<file path="config.mk">
export PLATFORM = sky130hd
export DESIGN_NAME = bus_regslave
export DESIGN_NICKNAME = d
export VERILOG_FILES = /design/src/rtl/bus_regslave.sv
export SDC_FILE = /design/constraint.sdc
export NUM_CORES = 1
export LEC_CHECK = 0
export ABC_AREA = 1
export CAP_MARGIN = 20
export CORE_ASPECT_RATIO = 0.5
export CORE_MARGIN = 5
export CORE_UTILIZATION = 50
export CTS_CLUSTER_SIZE = 28
export DETAILED_ROUTE_END_ITERATION = 8
export GPL_TIMING_DRIVEN = 0
export PLACE_DENSITY = 0.69
export SYNTH_ARGS = -nofsm -noshare
export SYNTH_HDL_FRONTEND = slang
export SYNTH_SLANG_ARGS = --single-unit
export TNS_END_PERCENT = 5
</file>
<file path="constraint.sdc">
create_clock -name main_clk_i -period 2.55 [get_ports main_clk_i]
set_input_delay 0.765 -clock main_clk_i [delete_from_list [all_inputs] [get_ports main_clk_i]]
set_output_delay 0.765 -clock main_clk_i [all_outputs]
set_load 0.1 [all_outputs]
</file>
<file path="src/rtl/bus_regslave.sv">
// Register-bank slave endpoint for the matrix bus: a two-phase pipelined responder
// with programmable wait states and an error response for unaligned or out-of-range accesses.
module bus_regslave #(
  parameter int unsigned addrwidth    = 32,
  parameter int unsigned datawidth_p  = 32,
  parameter int unsigned tranwidth_p  = 2,
  parameter int unsigned depth_p      = 16,
  parameter int unsigned waitstates_p = 0
) (
  input  logic                   main_clk_i,
  input  logic                   main_rst_i,
  input  logic [tranwidth_p-1:0] bus_trans_i,
  input  logic [addrwidth-1:0]   bus_addr_i,
  input  logic                   bus_write_i,
  input  logic [datawidth_p-1:0] bus_wdata_i,
  output logic                   bus_ready_o,
  output logic                   bus_resp_o,
  output logic [datawidth_p-1:0] bus_rdata_o
);

  localparam int unsigned ByteBits = $clog2(datawidth_p / 8);
  localparam int unsigned IdxW     = $clog2(depth_p);
  localparam logic [addrwidth-1:0] AlignMask = addrwidth'((64'd1 << ByteBits) - 64'd1);

  typedef enum logic [1:0] {StIdle, StWait, StData} state_e;

  state_e                 state_q, state_d;
  logic [3:0]             cnt_q, cnt_d;
  logic [IdxW-1:0]        idx_q, idx_d;
  logic                   write_q, write_d;
  logic                   err_q, err_d;
  logic [datawidth_p-1:0] regs_q [depth_p];
  logic [datawidth_p-1:0] regs_d [depth_p];

  logic            accept;
  logic            addr_err;
  logic [IdxW-1:0] addr_idx;

  assign bus_ready_o = (state_q != StWait);
  assign accept      = bus_ready_o &&
                       ((bus_trans_i == tranwidth_p'(2)) || (bus_trans_i == tranwidth_p'(3)));
  assign addr_idx    = IdxW'(bus_addr_i >> ByteBits);
  assign addr_err    = (|(bus_addr_i & AlignMask)) || (|(bus_addr_i >> (ByteBits + IdxW)));

  always_comb begin
    state_d = state_q;
    cnt_d   = cnt_q;
    idx_d   = idx_q;
    write_d = write_q;
    err_d   = err_q;
    regs_d  = regs_q;

    unique case (state_q)
      StIdle, StData: begin
        if (state_q == StData && write_q && !err_q) begin
          regs_d[idx_q] = bus_wdata_i;
        end
        if (accept) begin
          idx_d   = addr_idx;
          write_d = bus_write_i;
          err_d   = addr_err;
          cnt_d   = 4'd0;
          state_d = (waitstates_p > 0) ? StWait : StData;
        end else begin
          state_d = StIdle;
        end
      end
      StWait: begin
        // The final WAIT cycle is the one where the counter reaches waitstates_p-1.
        if (cnt_q == 4'(waitstates_p - 1)) begin
          cnt_d   = 4'd0;
          state_d = StData;
        end else begin
          cnt_d = cnt_q + 4'd1;
        end
      end
      default: state_d = StIdle;
    endcase
  end

  always_comb begin
    bus_resp_o  = 1'b0;
    bus_rdata_o = '0;
    if (state_q == StData) begin
      bus_resp_o = err_q;
      if (!write_q && !err_q) begin
        bus_rdata_o = regs_q[idx_q];
      end
    end
  end

  always_ff @(posedge main_clk_i) begin
    if (main_rst_i) begin
      state_q <= StIdle;
      cnt_q   <= 4'd0;
      idx_q   <= '0;
      write_q <= 1'b0;
      err_q   <= 1'b0;
      for (int i = 0; i < int'(depth_p); i++) begin
        regs_q[i] <= '0;
      end
    end else begin
      state_q <= state_d;
      cnt_q   <= cnt_d;
      idx_q   <= idx_d;
      write_q <= write_d;
      err_q   <= err_d;
      regs_q  <= regs_d;
    end
  end

endmodule

</file>
== Word-level counts from Yosys, hierarchy flattened ==
Index checks and enable logic that the tools add are counted.

* Input bits: 69
* Memories: 0
* Output and inout bits: 34
* Bits in writable memories: 0
* Register bits after elaboration: 524
* Bits in latches: 0
* Bits in read-only memories: 0
* Logic and storage cells: 65

* Multipliers: 0
* Reductions and logical operators: 17
* Add/sub/neg operators: 1
* Divide/modulo/power cells: 0
* Mux-type cells: 15
* Bitwise logic cells: 1
* Equal/unequal tests: 8
* Shift-type cells: 0
* Magnitude comparators: 2

{| class="wikitable"
|+ Operator list
! kind !! number
|-
| $bwmux 512 || 1
|-
| $mux 32 || 5
|-
| $bmux 32 s4 || 1
|-
| $demux 32 s4 || 1
|-
| $reduce_or 26->1 || 1
|-
| $mux 4 || 2
|-
| $pmux 4 s2 || 1
|-
| $eq 2x2->1 const B || 3
|-
| $reduce_and 2->1 || 3
|-
| $ge 5x5->1 const B || 1
|-
| $logic_and 1x1->1 || 5
|-
| $lt 5x1->1 const B || 1
|-
| $not 4->5 || 1
|-
| $add 4x1->4 const B || 1
|-
| $eq 4x4->1 const B || 1
|-
| $mux 2 || 2
|-
| $ne 2x2->1 const B || 2
|-
| $pmux 2 s2 || 1
|-
| $reduce_or 2->1 || 2
|-
| $eq 2x1->1 const B || 1
|-
| $logic_not 1->1 || 2
|-
| $logic_not 2->1 || 1
|-
| $logic_or 1x1->1 || 2
|-
| $ne 2x1->1 const B || 1
|-
| other kinds (2) || 2
|}

== Longest topological paths before layout ==
* Depth in word-level cells: 6
* Depth in mapped cells: 12
* Mapped depth without buffers: 9

== Worst setup path after synthesis ==
Ideal clock, no wire load.

* Path kind: register -> output
* From: register idx_q[0]
* To: output port bus_rdata_o[11]
* Arrival: 2.503 ns
* Slack: -0.718 ns
* Cell stages (with the launch flop): 12
* Cell sequence: dfxtp_1 -> buf_4 -> buf_2 -> clkbuf_1 -> nand2_1 -> nand2_1 -> nand2_1 -> nand2_1 -> nand2_1 -> nand2_1 -> nor2_1 -> nor2_1

* Word-level cells in the longest chain between the ends: 6

{| class="wikitable"
|+ RTL lines
! what !! RTL line !! text
|-
| start: declaration || 29 || <nowiki>logic [IdxW-1:0] idx_q, idx_d;</nowiki>
|-
| start signal: assignment || 105 || <nowiki>idx_q <= idx_d;</nowiki>
|-
| $not 4->5 (implied by the code) || 87 || <nowiki>bus_rdata_o = regs_q[idx_q];</nowiki>
|-
| $bmux 32 s4 || 87 ||
|-
| $mux 32 (implied by the code) (2 in series) || 87 ||
|-
| $mux 32 || 86 || <nowiki>if (!write_q && !err_q) begin</nowiki>
|-
| $mux 32 || 84 || <nowiki>if (state_q == StData) begin</nowiki>
|-
| end: declaration || 18 || <nowiki>output logic [datawidth_p-1:0] bus_rdata_o</nowiki>
|}

No other way between the ends. The select of a mux whose other input is x is not followed.

== Worst setup path after layout ==
* From: register idx_q[0]
* To: output port bus_rdata_o[31]

Same word-level chain as after synthesis.

==> flow_metrics.env <==
export IMPL_min_period_ns=3.18
export IMPL_nets=4204
export IMPL_synth_edf_count=0
export IMPL_seqPwrFrac=0.462
export IMPL_drt_initial_drc_count=3197
export IMPL_slowest_delay_ns=0.36
export IMPL_clkSinkCount=519
export IMPL_p_leak_nw=13.2
export IMPL_viasPerCell=5.19
export IMPL_globalplace_congestion=0.969
export IMPL_areaGrowthSynthToFinish_pct=21.8
export IMPL_slowest_stage="dfxtp_4"
export IMPL_synth_cell_types=21
export IMPL_grt_pass1_wl_um=130000
export IMPL_cp_cell_sequence="buf_12 > clkinv_8 > buf_12 > buf_8 > nand2_1 > nand2_1 > nand2_1 > nand2_1 > nand2_1 > nand2_2 > nor2_2 > nor2_2 > buf_12"
export IMPL_ys_flop_type="dfxtp_1"
export IMPL_ys_warn_count=0
export IMPL_portBuffers=100
export IMPL_grt_pass1_vias=22415
export IMPL_violations="negative setup slack"
export IMPL_synth_largest_area_cell="dfxtp_1"
export IMPL_track_usage=0.314
export IMPL_cts_root_buffer="clkbuf_16"
export IMPL_slew_headroom=0.378
export IMPL_netlist_area_leader_share=0.429
export IMPL_clkTransAtPathRegs_ns=0.07
export IMPL_std_cell_rows=57
export IMPL_setup_viol=32
export IMPL_drv_slew=0
export IMPL_antenna_found_initial=0
export IMPL_dpl_hpwl_um=64500
export IMPL_arrival_ns=2.42
export IMPL_n_antenna_cell=0
export IMPL_holdCritPathClass="reg -> reg"
export IMPL_detail_route_wl_per_cell_um=17.9
export IMPL_critical_path_class="reg -> out"
export IMPL_power_density_nw_per_um2=600
export IMPL_cts_made_buffers=48
export IMPL_grt_start_max_net_pins=16
export IMPL_clk_latency_ns=0.59
export IMPL_crit_path_frequent_cell="nand2_1"
export IMPL_pwr_share_clk=0.452
export IMPL_cts_tree="built"
export IMPL_ir_drop_uv=513
export IMPL_worst_path_max_fanout=10
export IMPL_cap_violations=0
export IMPL_post_route_period_util=1.25
export IMPL_critPathTopFamily="buffers and inverters"
export IMPL_rsz0062_at_grt="true"
export IMPL_htreeDepth=2
export IMPL_drc=0
export IMPL_start_util=0.502
export IMPL_p_sw_frac=0.251
export IMPL_synth_area_top_cells="dfxtp_1 (43%), nand2_1 (23%), nor2_1 (17%)"
export IMPL_vias=25052
export IMPL_yosys_top_cells_count="nand2_1 (1,488), nor2_1 (1,112), dfxtp_1 (519)"
export IMPL_die_x_um=321
export IMPL_fmax_ghz=0.314
export IMPL_fill_cells=4715
export IMPL_coreArea_um2=48200
export IMPL_regArea_um2=10400
export IMPL_drt_first_pass_iters=6
export IMPL_skew_ns=0.0331
export IMPL_internal_power_mw=13.2
export IMPL_async_flop_share=0
export IMPL_fin_util=0.611
export IMPL_cts_max_path_buffers=3
export IMPL_worstPathRequired_ns=1.79
export IMPL_setup_ws_ns=-0.632
export IMPL_synth_seq_cells=519
export IMPL_hold_viol_final=0
export IMPL_ys_seq_area_frac=0.429
export IMPL_ant_nets=0
export IMPL_syn_num_nets=4046
export IMPL_die_h_um=166
export IMPL_p_sw_mw=4.43
export IMPL_drive_gt1_frac=0.115
export IMPL_critPathLaunchType="flip-flop"
export IMPL_hold_buffers=0
export IMPL_endpoint_kind="primary output"
export IMPL_multi_input_area_um2=12800
export IMPL_wirelength_um=86300
export IMPL_path_buf_inv=5
export IMPL_p_comb_frac=0.086
export IMPL_syn_inst=3977
export IMPL_final_area_um2=29500
export IMPL_grt_overflow_total=0
export IMPL_outcome="finished, violations left"
export IMPL_tightest_slew_ns=0.933
export IMPL_avgSynthCellArea_um2=6.08
export IMPL_synth_area_um2=24200
export IMPL_placed_cell_area_um2=26100
export IMPL_dieArea_um2=53200
export IMPL_ioPinCount=103
export IMPL_synth_most_common_cell="nand2_1"
[placed cells by master (no fill, tap or decap), types with 23 or more instances in the layout]
master / netlist / layout
nand2_1: 1488 / 1368
nor2_1: 1112 / 1053
dfxtp_1: 519 / 518
o21ai_0: 432 / 432
clkbuf_1: 184 / 146
nand2_2: 0 / 112
inv_1: 74 / 73
clkdlybuf4s50_1: 0 / 67
clkbuf_16: 0 / 54
buf_12: 0 / 44
buf_2: 66 / 36
nor2_2: 3 / 35
buf_4: 20 / 29
nor2_4: 0 / 27
clkbuf_2: 0 / 23
[path summary, 6_finish.rpt]
check | endpoint | depth (start not counted) | slack (ns) | start
max reg2reg | regs_q[254]$_SDFFE_PP0P_ | 8 | 0.13 | idx_q[0]$_SDFFE_PP0P_
min reg2reg | regs_q[322]$_SDFFE_PP0P_ | 2 | 0.48 | regs_q[322]$_SDFFE_PP0P_
min | regs_q[322]$_SDFFE_PP0P_ | 2 | 0.48 | regs_q[322]$_SDFFE_PP0P_
max | bus_rdata_o[31] | 13 | -0.63 | idx_q[0]$_SDFFE_PP0P_
[repair_timing]
item,in CTS,in global routing
buffers inserted,4,0
pin swaps,19,34
resized for setup,558,155
cloned,2,3
endpoints found under the setup margin,33,41
[layout make-up]
cell class	count	area share
clock inverters	20	0.0107
repair buffers	108	0.0492
well taps	649	0.0276
multi-input cells	3079	0.435
inverters	91	0.0120
plain buffers	288	0.0656
clock buffers	69	0.0475
flip-flops and latches	519	0.353
[power by group through the flow]
stage               Sequential, mW  Clock (mW)  Combinational (mW)
finish                        8.16        7.99                1.52
global route                  8.16        8.35                1.60
CTS                           8.16        8.00                1.42
detailed placement            8.34           0                1.26
global placement              8.34           0                1.25
floorplan                     8.34           0               0.668
[registers in the layout, summed over array words and instances (netlist names)]
| name | cells |
|---|---|
| write_q | 1 |
| err_q | 1 |
| state_q | 1 |
| idx_q | 4 |
| regs_q | 512 |
[stage by stage]
step | setup slack, ns | hold slack [ns] | power (mW) | cells | setup TNS, ns
floorplan | -0.241 | 0.454 | 9.01 | 3977 | -7.34
global placement | -1.63 | 0.461 | 9.59 | 4726 | -90.10
detailed placement | -1.64 | 0.470 | 9.60 | 4726 | -98.10
CTS | -0.593 | 0.485 | 17.6 | 4821 | -18.19
global route | -0.678 | 0.501 | 18.1 | 4823 | -20.67
finish | -0.632 | 0.480 | 17.7 | 4823 | -18.59
[kinds of logic after synthesis]
family,Yosys count,synth area share
buf+inv,379,0.0666
flops,519,0.429
simple gates,2619,0.409
compound gates,459,0.0950
other cells,1,0.000155
[layer usage]
layer / wire [um] / global-route usage
met2: 36700 / 0.484
met1: 38100 / 0.452
met4: 2280 / 0.0848
met5: 0 / 0
met3: 9260 / 0.0643
[tightest hold or removal path: stages (launching register included)]
cell and delay, ns:
dfxtp_1 0.32, nor2_1 0.04, nor2_1 0.08
Note: power is estimated with default switching activity, not from simulation.
